## src/rtl/mmio_register_bank.sv

```systemverilog
// MMIO register bank: NUM_CTRL read/write control words, NUM_STATUS live status
// words, a write-1-to-clear EVENT register fed by rising edges on status word 0,
// and a MASK register gating the level interrupt. One request in flight at a time.
module mmio_register_bank #(
    parameter logic [31:0] BASE_ADDR  = 32'h20,
    parameter int unsigned NUM_CTRL   = 6,
    parameter int unsigned NUM_STATUS = 1
) (
    input  logic                      clock,
    input  logic                      reset_n,
    input  logic                      req_valid,
    input  logic                      req_write,
    input  logic [31:0]               req_addr,
    input  logic [31:0]               req_wdata,
    output logic                      req_ready,
    output logic                      rsp_valid,
    input  logic                      rsp_ready,
    output logic [31:0]               rsp_rdata,
    output logic                      rsp_error,
    input  logic [32*NUM_STATUS-1:0]  status_in,
    output logic [32*NUM_CTRL-1:0]    ctrl_out,
    output logic [NUM_CTRL-1:0]       ctrl_wstrobe,
    output logic                      irq
);

    localparam logic [31:0] STATUS_OFF = 32'(NUM_CTRL);
    localparam logic [31:0] EVENT_OFF  = 32'(NUM_CTRL + NUM_STATUS);
    localparam logic [31:0] MASK_OFF   = EVENT_OFF + 32'd1;

    typedef enum logic [0:0] {StIdle, StResp} state_e;

    state_e state_q, state_d;

    logic [NUM_CTRL-1:0][31:0] ctrl_q;
    logic [31:0]               event_q, event_d;
    logic [31:0]               mask_q;
    logic [31:0]               status_prev_q;
    logic                      hist_valid_q;
    logic [31:0]               rsp_rdata_q, rsp_rdata_d;
    logic                      rsp_error_q, rsp_error_d;
    logic [NUM_CTRL-1:0]       wstrobe_q, wstrobe_d;

    logic                      accept;
    logic                      above_base;
    logic [31:0]               offset;
    logic [NUM_CTRL-1:0]       hit_ctrl;
    logic [NUM_STATUS-1:0]     hit_status;
    logic                      hit_event;
    logic                      hit_mask;
    logic [31:0]               read_data;
    logic                      addr_error;
    logic [31:0]               status0;
    logic [31:0]               rise;
    logic [31:0]               w1c;

    assign accept     = req_valid && req_ready;
    assign above_base = (req_addr >= BASE_ADDR);
    assign offset     = req_addr - BASE_ADDR;

    // FSM next state and handshake outputs
    always_comb begin
        state_d   = state_q;
        req_ready = 1'b0;
        rsp_valid = 1'b0;
        unique case (state_q)
            StIdle: begin
                req_ready = 1'b1;
                if (req_valid) state_d = StResp;
            end
            StResp: begin
                rsp_valid = 1'b1;
                if (rsp_ready) state_d = StIdle;
            end
            default: state_d = StIdle;
        endcase
    end

    // FSM state register
    always_ff @(posedge clock or negedge reset_n) begin
        if (!reset_n) state_q <= StIdle;
        else          state_q <= state_d;
    end

    // Address decode and read mux; below-base addresses are excluded so the
    // wrapped offset cannot alias onto a register
    always_comb begin
        hit_ctrl   = '0;
        hit_status = '0;
        hit_event  = 1'b0;
        hit_mask   = 1'b0;
        read_data  = '0;
        if (above_base) begin
            for (int unsigned i = 0; i < NUM_CTRL; i++) begin
                if (offset == 32'(i)) begin
                    hit_ctrl[i] = 1'b1;
                    read_data   = ctrl_q[i];
                end
            end
            for (int unsigned j = 0; j < NUM_STATUS; j++) begin
                if (offset == STATUS_OFF + 32'(j)) begin
                    hit_status[j] = 1'b1;
                    read_data     = status_in[32*j +: 32];
                end
            end
            if (offset == EVENT_OFF) begin
                hit_event = 1'b1;
                read_data = event_q;
            end
            if (offset == MASK_OFF) begin
                hit_mask  = 1'b1;
                read_data = mask_q;
            end
        end
    end

    // Writes to read-only status words are reported like unmapped addresses
    assign addr_error = !((|hit_ctrl) || (|hit_status) || hit_event || hit_mask)
                        || (req_write && (|hit_status));

    // Response capture at acceptance, held otherwise; strobe lasts one cycle
    always_comb begin
        rsp_rdata_d = rsp_rdata_q;
        rsp_error_d = rsp_error_q;
        wstrobe_d   = '0;
        if (accept) begin
            rsp_error_d = addr_error;
            rsp_rdata_d = (req_write || addr_error) ? 32'd0 : read_data;
            if (req_write) wstrobe_d = hit_ctrl;
        end
    end

    // Edge history is not trusted until one clock after reset, so bits already
    // high at deassertion never count as rising
    assign status0 = status_in[31:0];
    assign rise    = hist_valid_q ? (status0 & ~status_prev_q) : 32'd0;
    assign w1c     = (accept && req_write && hit_event) ? req_wdata : 32'd0;
    assign event_d = (event_q & ~w1c) | rise;

    // Register file, event capture and response registers
    always_ff @(posedge clock or negedge reset_n) begin
        if (!reset_n) begin
            ctrl_q        <= '0;
            event_q       <= '0;
            mask_q        <= '0;
            status_prev_q <= '0;
            hist_valid_q  <= 1'b0;
            rsp_rdata_q   <= '0;
            rsp_error_q   <= 1'b0;
            wstrobe_q     <= '0;
        end else begin
            if (accept && req_write) begin
                for (int unsigned i = 0; i < NUM_CTRL; i++) begin
                    if (hit_ctrl[i]) ctrl_q[i] <= req_wdata;
                end
                if (hit_mask) mask_q <= req_wdata;
            end
            event_q       <= event_d;
            status_prev_q <= status0;
            hist_valid_q  <= 1'b1;
            rsp_rdata_q   <= rsp_rdata_d;
            rsp_error_q   <= rsp_error_d;
            wstrobe_q     <= wstrobe_d;
        end
    end

    assign ctrl_out     = ctrl_q;
    assign ctrl_wstrobe = wstrobe_q;
    assign rsp_rdata    = rsp_rdata_q;
    assign rsp_error    = rsp_error_q;
    assign irq          = |(event_q & mask_q);

endmodule
```

## config.mk

```make
export PLATFORM = sky130hd
export DESIGN_NAME = mmio_register_bank
export DESIGN_NICKNAME = d
export VERILOG_FILES = /design/src/rtl/mmio_register_bank.sv
export SDC_FILE = /design/constraint.sdc
export NUM_CORES = 1
export LEC_CHECK = 0
export BUFFER_PORTS_ARGS = -buffer_cell sky130_fd_sc_hd__buf_2
export CORE_MARGIN = 10
export CORE_UTILIZATION = 55
export CTS_CLUSTER_SIZE = 10
export DETAILED_ROUTE_END_ITERATION = 16
export PLACE_DENSITY_LB_ADDON = 0.2
export SYNTH_ARGS = -nofsm -noshare
export SYNTH_HDL_FRONTEND = slang
export SYNTH_SLANG_ARGS = --single-unit
```

## constraint.sdc

```tcl
create_clock -name clock -period 2.81 [get_ports clock]
set_clock_uncertainty 0.2 [all_clocks]
set_input_delay 0.281 -clock clock [delete_from_list [all_inputs] [get_ports clock]]
set_output_delay 0.281 -clock clock [all_outputs]
set_load 0.02 [all_outputs]
```

# Word-level counts from Yosys, hierarchy flattened
# Index checks and enable logic that the tools add are counted.
dict set report op_classes {
  bitwise_logic 7
  order_cmp 1
  n_reduce_logical 20
  n_eq_ne 8
  muxes 33
  n_addsub 1
}
# op count
set ops {}
lappend ops {{$mux W32} 13}
lappend ops {{$eq A32 B3 Y1 const B} 4}
lappend ops {{$and A32 B32 Y32} 3}
lappend ops {{$eq A32 B2 Y1 const B} 2}
lappend ops {{$not A32 Y32} 2}
lappend ops {{$eq A32 B1 Y1 const B} 1}
lappend ops {{$eq A32 B4 Y1 const B} 1}
lappend ops {{$ge A32 B6 Y1 const B} 1}
lappend ops {{$logic_not A32 Y1} 1}
lappend ops {{$or A32 B32 Y32} 1}
lappend ops {{$reduce_or A32 Y1} 1}
lappend ops {{$sub A32 B6 Y32 const B} 1}
lappend ops {{$mux W6} 3}
lappend ops {{$mux W1} 16}
lappend ops {{$reduce_and A2 Y1} 7}
lappend ops {{$reduce_or A6 Y1} 1}
lappend ops {{$logic_or A1 B1 Y1} 5}
lappend ops {{$logic_and A1 B1 Y1} 4}
lappend ops {{$pmux W1 S2} 1}
lappend ops {{$logic_not A1 Y1} 1}
lappend ops {{$not A1 Y1} 1}
dict set report totals {
  in_bits 101
  wordCells 84
  register_bits 329
  output_inout_bits 234
}

# Longest topological paths before layout
# Gate-level depths: netlist of run 1.
dict set report depth {
  word_depth 13
  depth_mapped 12
  ltp_nobuf 8
}

# Worst setup path before layout of run 1
# Ideal clock, no wire load.
dict set report synth_timing {
  kind {in2reg}
  start {in req_addr[5]}
  end {reg ctrl_q (netlist bit ctrl_out[89])}
  slack_ps -161
  required_ps 2485
  path_stages 11
  setup_time_ps 125
  arrival_time_ps 2646
  n_path_buf 3
  path_cell_list {inv_1 > ha_1 > buf_2 > or4b_1 > o31ai_1 > and2_0 > buf_2 > a211oi_2 > nand4b_1 > buf_2 > mux2_2}
}
dict set report synth_via {
  elab_chain_cells 5
  word_cells_on_any_way 6
  classes_between {add/sub (1); order compare (1); eq/ne (1); mux (2); reduce/logical (1)}
}
# item line
set synth_rtl {}
lappend synth_rtl {{start: declaration} 13} ;# input logic [31:0] req_addr,
lappend synth_rtl {{$sub A32 B6 Y32} 58} ;# assign offset = req_addr - BASE_ADDR;
lappend synth_rtl {{$eq A32 B2 Y1} 94} ;# if (offset == 32'(i)) begin
lappend synth_rtl {{$mux W1} 94}
lappend synth_rtl {{$mux W6 (*)} 92} ;# if (above_base) begin
lappend synth_rtl {{$reduce_and A2 Y1 (no source line) (*)} -}
lappend synth_rtl {{end signal: indexed assignment} 153} ;# if (hit_ctrl[i]) ctrl_q[i] <= req_wdata;
lappend synth_rtl {{end: declaration} 34} ;# logic [NUM_CTRL-1:0][31:0] ctrl_q;
# Every way passes the cells marked *; elsewhere a longest branch is shown, timed or not.
# A chain may end at the register's enable or synchronous reset.

# Worst setup path after layout of run 1
dict set report layout_timing {
  start {reg event_q[7]}
  end {out irq}
}
dict set report layout_via {
  elab_chain_cells 2
}
# item line
set layout_rtl {}
lappend layout_rtl {{start: declaration} 35} ;# logic [31:0] event_q, event_d;
lappend layout_rtl {{start signal: assignment} 157} ;# event_q <= event_d;
lappend layout_rtl {{$and A32 B32 Y32} 170} ;# assign irq = |(event_q & mask_q);
lappend layout_rtl {{$reduce_or A32 Y1} 170}
lappend layout_rtl {{end: declaration} 23} ;# output logic irq
# No other way between the ends.

==> results.md, run 1 <==
- Register area share after synthesis: 51.6%
- GRT met1 Usage: 37.7%
- Setup bufs post-CTS: 0
- Slew Limit Headroom: about 42%
- GR Util met3: 7.15%
- Reg-to-reg startpoint: state_q
- Critical Path Sink Type: output pin
- DIE AREA: 0.0362 mm2
- DR pass1 iterations: 6
- Final period util: 96.5%
- Setup CP Type: register to output pin
- Clock buffer depth: 3
- RSZ-0062 raised after global routing: false
- GR peak layer: met2
- Fmax: 0.369 GHz
- Clock Root Buffer: clkbuf_16
- Final hold slack: 0.0861 ns
- Crit path launch type: register
- Max-Cap Viols: 0
- Most common cell after layout, fill and taps aside: buf_2
- Vias/cell: 6.09
- Combinational Power Share: ~6.9%
- Hold Path Origin: req_addr[0]
- Skew-Pair Late Insertion Delay: 0.52 ns
- Int Pwr: 0.00760 W
- Reg2reg end: ctrl_out[23]
- Slowest stage delay, CP: 0.51 ns
- P&R area growth vs syn: 29.7%
- Worst Slack Setup Final: 0.0970 ns
- Storage element area: 0.00823 mm2
- Predominant post-synthesis flop cell: dfrtp_1
- Final hold violation count: 0
- Warnings, synthesis: 0
- Synthesized Nets: ~1500
- Core Region: 0.0286 mm2
- CTS Sinks: 329
- Num ports: 335
- Critical Path Fanout Max: 4
- Maximum vdd drop: 0.000414 V
- Final Critical Period: 2.71 ns
- P per Cell Area: approximately 480 mW/mm2
- Initial drt markers: 1264
- Placed Cells: ~2100
- PortBufs: 334
- Die X: around 190 um
- Fillers: 2001
- R2r setup slk: 0.42 ns
- DIE HEIGHT: 190 um
- Max-slew violations: 0
- Status: finished, final reports clean
- # DRC: 0
- Avg Cell Area, Syn: 11.8 um2
- TritonCTS buffer count: 39
- CP cell instances: a22o_1, a221oi_2, nand3_1, or4_1, buf_2
- Hpwl dp: 37500 um
- Leakage: 10.8 nW
- Area of the multi-input gates: 0.00731 mm2
- Net Sw Power: 0.00225 W
- Fraction of layout instances using a drive strength above 1: 35.5%
- Required @ worst endpoint: ~2.3 ns
- Number of global-route vias before repair: about 14000
- Routability cong.: ~0.88
- Fin nets: 1912
- Vias: 13408
- Most frequent cells in the layout: buf_2 (332), dfrtp_1 (328), mux2_1 (96), mux2_2 (88), buf_4 (84)
- Slowest stage cell, crit path: or4_1
- Htree depth: 2
- #FFs+latches synth: 329
- Num rows: 62
- Final Setup Violations: 0
- Post-Route WL: about 54000 um
- Total track usage: between 20 and 30%
- Initial antenna violation count: 1
- Clock power share: 44.5%
- EDFF count, synth: 0
- WL/cell: between 20 and 25 um
- First-pass GRT wire length: 82900 um
- Post-Layout Cell Count: between 2000 and 2500
- Worst-path clk slew: 0.05 ns
- GR Util met2: 46.6%
- Hold Path Class: input pin to register
- Hold path cells: 3
- Asr flop ratio synth: 100%
- Largest net degree at the start of global routing: between 100 and 150
- GRT overflow: 0
- ANT nets after route: 0
- Netlist Area Pre-Place: 0.0159 mm2
- CTS tree: done
- Worst path arrival time: around 2.2 ns
- Least-Margin Pin Slew: 0.865 ns
- Mapped Cells: between 1000 and 1500
- Register share of total power: approximately 49%
- Worst Hold Path EP: ctrl_wstrobe[0]
- Pre-CTS setup slack: -0.414 ns
- Starting Density: ~56%
- Synth cell types: about 70
- Reg2Reg Depth: 6
- Switching share of power: 22.8%
timing repair:
action	in CTS	in global routing
hold buffers	69	0
resized for setup	0	3
endpoints found under the setup margin	0	2
endpoints found under the hold margin	621	0
state kept, by name (all words and copies together) (netlist names):
register       count
ctrl_out         192
ctrl_wstrobe       6
event_q           32
hist_valid_q       1
mask_q            32
rsp_error          1
rsp_rdata         32
state_q            1
status_prev_q     32
power groups by stage:
stage | combinational [W] | clock, W | sequential [W]
2_1_floorplan | 0.000219 | 0 | 0.00486
3_3_place_gp | 0.000580 | 0 | 0.00486
3_5_place_dp | 0.000590 | 0 | 0.00487
4_1_cts | 0.000672 | 0.00443 | 0.00478
5_1_grt | 0.000733 | 0.00462 | 0.00478
6_report | 0.000675 | 0.00438 | 0.00478
critical path: cells and delay by family, from the launching register on:
kind | cells | cell delay [ns]
buffers and inverters | 1 | 0.20
AO/OA/AOI/OAI | 2 | 0.45
flip-flops | 1 | 0.43
AND/OR/NAND/NOR | 2 | 0.64
cell usage after synthesis (all sizes together), types with 11 or more instances:
library cell,instances,area share (%)
dfrtp,329,52
mux2,224,17
nand2,75,1.8
a211oi,71,3.4
nor2,71,1.7
mux2i,63,4.0
clkbuf,46,1.1
a21oi,45,1.4
buf,44,1.5
o21ai,41,1.3
inv,36,0.85
nor2b,36,1.4
o31ai,32,1.5
nand3b,31,1.5
o21bai,31,1.5
a311o,27,1.7
nor3,16,0.53
a221oi,14,0.77
a22oi,13,0.61
nor4,11,0.62
metrics by stage:
stage               util (%)  TNS (ns)  total power, W  cell area [um2]
floorplan                  -    -0.260         0.00508            16100
global placement        66.2    -68.59         0.00545            18900
detailed placement      66.2    -78.60         0.00546            18900
CTS                     72.2         0         0.00989            20700
global route            72.3         0          0.0101            20700
finish                  72.3         0         0.00984            20700
per-layer routing:
| metal | wire length [um] | part of all wire, % | vias to the layer above |
|---|---|---|---|
| met4 | 1920 | 3.6 | 0 |
| met3 | 4600 | 8.5 | 117 |
| li1 | - | - | 5913 |
| met2 | 25400 | 47 | 628 |
| met5 | 0 | 0 | - |
| met1 | 22100 | 41 | 6750 |
layout make-up:
class                   count  share of cell area (%)
flip-flops and latches    329                    39.8
multi-input cells         894                    35.3
repair buffers            510                    16.8
clock buffers              44                    4.81
well taps                 384                    2.32
inverters                  36                   0.738
clock inverters             3                   0.212
diodes                      2                  0.0242
worst max-delay path by stage:
stage	slack (ns)	to	cells after the start	startpoint
5_1_grt	0.007	irq	5	event_q[6]
3_3_place_gp	-0.32	ctrl_out[160]	10	req_addr[6]
3_5_place_dp	-0.41	rsp_rdata[5]	8	req_addr[14]
4_1_cts	0.002	irq	5	event_q[7]
2_1_floorplan	-0.01	rsp_rdata[10]	8	req_addr[14]
6_report	0.1	irq	5	event_q[7]
logic make-up after synthesis:
kind of cell | synth area share [%]
flip-flops | 51.6
AND/OR/NAND/NOR | 10.3
AO/OA/AOI/OAI | 13.4
multiplexers | 20.8
buffers and inverters | 3.44
XOR/XNOR | 0.329
adder cells (fa/ha/maj) | 0.0784
other | 0.0235
Power figures use the tool's default switching activity.
==> run 2, diff against run 1 <==
Settings changed: ABC_AREA set to 1, CAP_MARGIN set to 20, CORE_UTILIZATION 55 to 44.
==> results.md, run 2 <==
- DIE HEIGHT: 208 um (+9.3%)
- Most common cell after layout, fill and taps aside: nand2_1
- GRT overflow: 0 (unchanged)
- Hpwl dp: 44700 um (+19%)
- CP endpoint: irq
- Predominant post-synthesis flop cell: dfrtp_1
- P per Cell Area: 479 mW/mm2 (+0.71%)
- Initial antenna violation count: 1 (unchanged)
- Final hold slack: 0.0343 ns (-0.0518 ns)
- Number of global-route vias before repair: 15470 (+11%)
- DIE AREA: 0.0432 mm2 (+19%)
- Avg Cell Area, Syn: 8.29 um2 (-30%)
- Vias: 15832 (+18%)
- Routability cong.: 0.934 (+5.6%)
- Fmax: 0.369 GHz (+0.13%)
- Crit path launch type: register
- Netlist Area Pre-Place: 0.0155 mm2 (-2.6%)
- Fillers: 3155 (+58%)
- Fraction of layout instances using a drive strength above 1: 26.4% (-9.1 points)
- Reg2reg end: ctrl_wstrobe[3]
- Starting Density: 44.8% (-11 points)
- Leakage: 10.3 nW (-5.0%)
- Layout Utilization: 59.9% (-12 points)
- Max-Cap Viols: 0 (unchanged)
- Skew-Pair Late Insertion Delay: 0.53 ns (about the same)
- GRT met1 Usage: 38.8% (+1.1 points)
- Total track usage: 27.6% (-1.5 points)
- Synth top area cells: dfrtp_1 (53%), nand2_1 (13%), o21ai_0 (7.5%)
- Initial drt markers: 1631 (+29%)
- Synthesized Nets: 1977 (+36%)
- Max reg flops: 192 (unchanged)
- Least-Margin Pin Slew: 0.692 ns (-0.174 ns)
- Synth top area share: 53.0% (+1.4 points)
- Final Critical Period: 2.71 ns (-0.00361 ns)
- Synth cell types: 46 (-32%)
- GR peak layer: met2
- WL/cell: 21.8 um (-11%)
- GR Util met2: 42.0% (-4.5 points)
- #FFs+latches synth: 329 (unchanged)
- Num ports: 335 (unchanged)
- Asr flop ratio synth: 100% (unchanged)
- Design area: 0.0208 mm2 (+0.51%)
- Final hold violation count: 0 (unchanged)
- First-pass GRT wire length: 95300 um (+15%)
- Commonest cells post-synth: nand2_1 (527), dfrtp_1 (329), o21ai_0 (234)
- CTS Sinks: 329 (unchanged)
- EDFF count, synth: 0 (unchanged)
- RSZ-0062 raised after global routing: true
- Vias/cell: 5.59 (-8.2%)
- Largest net degree at the start of global routing: 79 (-28%)
- Required @ worst endpoint: 2.33 ns (about the same)
- PortBufs: 334 (unchanged)
- DR pass1 iterations: 7 (+1)
- Total power: 0.00997 W (+1.2%)
- R2r setup slk: 0.60 ns (+0.18 ns)
- Num rows: 68 (+9.7%)
- Final period util: 96.4% (-0.13 points)
- P&R area growth vs syn: 33.9%
- Most frequent cells in the layout: nand2_1 (522), buf_2 (332), dfrtp_1 (329), o21ai_0 (233), nor2_1 (158)
- ANT nets after route: 0 (unchanged)
- Clock buffer depth: 3 (unchanged)
- Crit path from: event_q[0]
- Top-count cell post-synth: nand2_1
- Core Region: 0.0347 mm2 (+21%)
- Synth area leader: dfrtp_1
- Reg-to-reg startpoint: state_q
- Fin nets: 2469 (+29%)
- GR Util met3: 5.93% (-1.2 points)
- Htree depth: 2 (unchanged)
- Status: finished, final reports clean
- Setup CP Type: register to output pin
- Final Setup Violations: 0 (unchanged)
- Register area share after synthesis: 53.0% (+1.4 points)
- Max-slew violations: 0 (unchanged)
- Critical Path Sink Type: output pin
- Worst path arrival time: 2.23 ns (about the same)
- Slew Limit Headroom: 53.9% (+12 points)
- Clock Root Buffer: clkbuf_16
- CTS tree: done
- Die X: 208 um (+9.3%)
- TritonCTS buffer count: 40 (+2.6%)
- Reg2Reg Depth: 7 (+1)
- # DRC: 0 (unchanged)
- Critical Path Fanout Max: 3 (-1)
- Warnings, synthesis: 0 (unchanged)
- Hold Path Class: input pin to register
- Mapped Cells: 1875 (+39%)
- Post-Route WL: 61800 um (+15%)
- Maximum vdd drop: 0.000372 V (-10%)
- Post-place instance area: 0.0188 mm2 (-0.77%)
- Worst-path clk slew: 0.05 ns (about the same)
[run 2: changes by cell type after synthesis, moves of 36 or more]
cell / before / now
mux2_2: 91 / 0
mux2i_1: 63 / 0
mux2_1: 103 / 0
a211oi_1: 70 / 0
nand3_1: 10 / 62
nand2_1: 75 / 527
nor2_1: 69 / 170
a21oi_1: 45 / 1
o21ai_0: 41 / 234
nor2b_1: 36 / 0
inv_1: 36 / 107
nand4_1: 7 / 139
[run 2: how the worst min path moves through the flow]
| stage | from | to | slack, ns | cells past startpoint |
|---|---|---|---|---|
| finish | req_wdata[31] | ctrl_out[31] | 0.03 | 3 |
| global route | req_wdata[31] | ctrl_out[31] | 0.005 | 3 |
| CTS | req_wdata[10] | mask_q[10] | 0.002 | 3 |
| detailed placement | reset_n | ctrl_out[123] | 0.13 | 1 |
| global placement | reset_n | ctrl_out[57] | 0.11 | 1 |
| floorplan | reset_n | ctrl_out[0] | -0.21 | 0 |
[run 2: cell families after synthesis]
group                      Yosys count  synth area share [%]
and+or+nand+nor                   1006                  29.8
DFF                                329                  53.0
AOI/OAI and AO/OA                  309                  10.9
buffers and inverters              222                  5.82
xor gates and xnor gates             7                 0.395
adders and majority gates            1                0.0805
other                                1                0.0241
[run 2: what timing repair did]
action                                  in CTS  in global routing
resized for setup                            3                 43
endpoints found under the setup margin       1                223
pin swaps                                    0                 13
hold endpoints to repair                   273                  0
hold buffers                                69                  0
setup buffers                                0                  5
gates cloned                                 0                  1
[run 2: where the power goes]
part,leakage [nW],switching (W),total (W),internal [W]
Combinational,5.41,0.000406,0.000642,0.000236
Sequential,4.35,0.0000112,0.00478,0.00477
Clock,0.528,0.00194,0.00454,0.00260
[run 2: final cells by class]
type	count	area (um2)	share of cell area, %
inverter	113	429	2.06
multi-input combinational	1324	6560	31.5
clock buffer	46	1040	5.02
clock inverter	4	41.3	0.199
sequential	329	8230	39.6
antenna	1	2.50	0.0120
tap	455	569	2.74
timing repair buffer	559	3920	18.8
[run 2: per-layer routing]
metal,routed length (um),up-vias
met5,0,-
met4,1850,0
met3,5570,114
met2,27600,807
met1,26900,7642
li1,-,7269
[run 2: worst max-delay path, cell delays in order, from the launching register on]
cell and delay, ns:
dfrtp_1 0.40, nand2_1 0.11, nand2_2 0.09, a221oi_4 0.22, nand4_1 0.14, or4_4 0.59
buf_6 0.16
[run 2: metrics by stage]
stage	setup WS, ns	setup TNS, ns	std cells
final	0.101	0	2831
after global routing	-0.0231	-0.0421	2831
after CTS	0.00634	0	2825
after floorplan	0.195	0	1875
after detailed placement	-0.493	-77.51	2706
after global placement	-0.427	-61.85	2706
==> run 3, diff against run 2 <==
Settings changed: BUFFER_PORTS_ARGS -buffer_cell sky130_fd_sc_hd__buf_2 to -buffer_cell sky130_fd_sc_hd__buf_4.
Clock period 2.81 ns to 2.7 ns, I/O delays scaled along.
==> results.md, run 3 (synthesis gave the netlist of run 2 again) <==
- Final Critical Period: approximately 2.7 ns
- Critical Path Sink Type: output pin
- Initial drt markers: 1439 (-12%)
- Clock Root Buffer: clkbuf_16
- Total track usage: 27.8% (+0.14 points)
- Starting Density: 44.8% (unchanged)
- Area of the multi-input gates: 0.00661 mm2 (+0.78%)
- Maximum vdd drop: 0.000367 V (-1.3%)
- Num rows: 68 (unchanged)
- GRT overflow: 0 (unchanged)
- RSZ-0062 raised after global routing: true
- Final Setup Violations: 0 (unchanged)
- DIE HEIGHT: 208 um (unchanged)
- Fin nets: 2467 (-0.081%)
- Clock buffer depth: 3 (unchanged)
- CTS tree: done
- Final period util: 98.6%
- Setup CP Type: register to output pin
- Number of global-route vias before repair: 15244 (-1.5%)
- P&R area growth vs syn: 39.9%
- Htree depth: 2 (unchanged)
- Max reg flops: 192 (unchanged)
- Most common cell after layout, fill and taps aside: nand2_1
- DIE AREA: 0.0432 mm2 (unchanged)
- Fillers: 2946 (-6.6%)
- Hpwl dp: 45600 um (+2.0%)
- Die X: 208 um (unchanged)
- Slew Limit Headroom: 65.5% (+12 points)
- Leakage: 10.4 nW (+1.4%)
- Fraction of layout instances using a drive strength above 1: 26.6% (+0.22 points)
- Required @ worst endpoint: 2.23 ns (-0.10 ns)
- ANT nets after route: 0 (unchanged)
- WL/cell: 22.2 um (+1.8%)
- Vias: 15761 (-0.45%)
- TritonCTS buffer count: 40 (unchanged)
- Max-Cap Viols: 0 (unchanged)
- Skew-Pair Late Insertion Delay: 0.54 ns (about the same)
- Num ports: 335 (unchanged)
- Most frequent cells in the layout: nand2_1 (518), buf_4 (455), dfrtp_1 (329), o21ai_0 (233), nor2_1 (161)
- Pre-CTS setup slack: -0.547 ns (-0.0543 ns)
- Worst-path clk slew: 0.06 ns (about the same)
- Crit path launch type: register
- Initial antenna violation count: 1 (unchanged)
- Storage element area: 0.00823 mm2 (unchanged)
- Critical Path Fanout Max: 3 (unchanged)
- Worst Slack Setup Final: 0.0379 ns (-0.0626 ns)
- Least-Margin Pin Slew: 0.517 ns (-0.175 ns)
- Largest net degree at the start of global routing: 65 (-18%)
- Final hold slack: 0.0178 ns (-0.0165 ns)
- Routability cong.: 0.943 (+0.89%)
- Worst path arrival time: 2.19 ns (-0.04 ns)
- Core Region: 0.0347 mm2 (unchanged)
- R2r setup slk: 0.70 ns (+0.10 ns)
- PortBufs: 334 (unchanged)
- First-pass GRT wire length: 95500 um (+0.20%)
- Post-Route WL: 62900 um (+1.8%)
- DR pass1 iterations: 6 (-1)
- Vias/cell: 5.57 (-0.41%)
- Final hold violation count: 0 (unchanged)
- Max-slew violations: 0 (unchanged)
- Status: finished, final reports clean
- Hold Path Class: input pin to register
- # DRC: 0 (unchanged)
- P per Cell Area: 485 mW/mm2 (+1.2%)
- Fmax: 0.376 GHz
- CTS Sinks: 329 (unchanged)
[run 3: worst paths after layout]
| check | startpoint | to | depth (start not counted) |
|---|---|---|---|
| setup reg to reg | state_q | event_q[18] | 8 |
| max in group asynchronous | reset_n | ctrl_out[43] | 3 |
| hold reg to reg | status_prev_q[31] | event_q[31] | 1 |
| hold / removal | req_wdata[5] | ctrl_out[5] | 3 |
| setup / recovery | mask_q[24] | irq | 6 |
| min in group asynchronous | reset_n | ctrl_out[61] | 2 |
[run 3: layout make-up]
class	count	share of cell area, %
Clock inverter	5	0.299
Multi-Input combinational cell	1324	30.4
Antenna cell	1	0.0115
Sequential cell	329	37.9
Tap cell	455	2.62
Inverter	113	1.97
Clock buffer	46	4.94
Timing Repair Buffer	557	21.9
[run 3: timing repair]
action,in CTS,in global routing
pin swaps,0,14
endpoints found under the setup margin,4,282
gates cloned,0,1
endpoints found under the hold margin,487,0
setup buffers,0,8
gates resized for setup,8,48
hold buffers,64,0
[run 3: power by group]
part | switching, W | total (W) | internal [W]
combinational | 0.000425 | 0.000711 | 0.000286
clock | 0.00204 | 0.00485 | 0.00280
sequential | 0.0000153 | 0.00498 | 0.00497
[run 3: metal layers]
metal  GRT usage [%]  share of wire [%]  vias up
met2            42.6                 45      777
met1            39.4                 43     7627
met3            6.13                9.4       85
met4            6.08                2.1        0
li1                -                  -     7272
met5               0                  0        -
[run 3: critical path: stages (launching register included)]
cell      delay, ns
dfrtp_1        0.39
nand2_1        0.10
nand2_2        0.08
a221oi_4       0.23
nand4_1        0.13
or4_4          0.57
buf_6          0.15
[run 3: per-stage QoR]
| step | cells | total power [W] | util [%] | cell area (um2) | setup TNS, ns |
|---|---|---|---|---|---|
| 3_3_place_gp | 2706 | 0.00568 | 56.6 | 19600 | -92.29 |
| 4_1_cts | 2821 | 0.0106 | 61.8 | 21500 | 0 |
| 5_1_grt | 2829 | 0.0108 | 62.6 | 21700 | -0.248 |
| 3_5_place_dp | 2706 | 0.00569 | 56.6 | 19600 | -105.81 |
| 6_report | 2830 | 0.0105 | 62.6 | 21700 | 0 |
| 2_1_floorplan | 1875 | 0.00524 | - | 15500 | 0 |
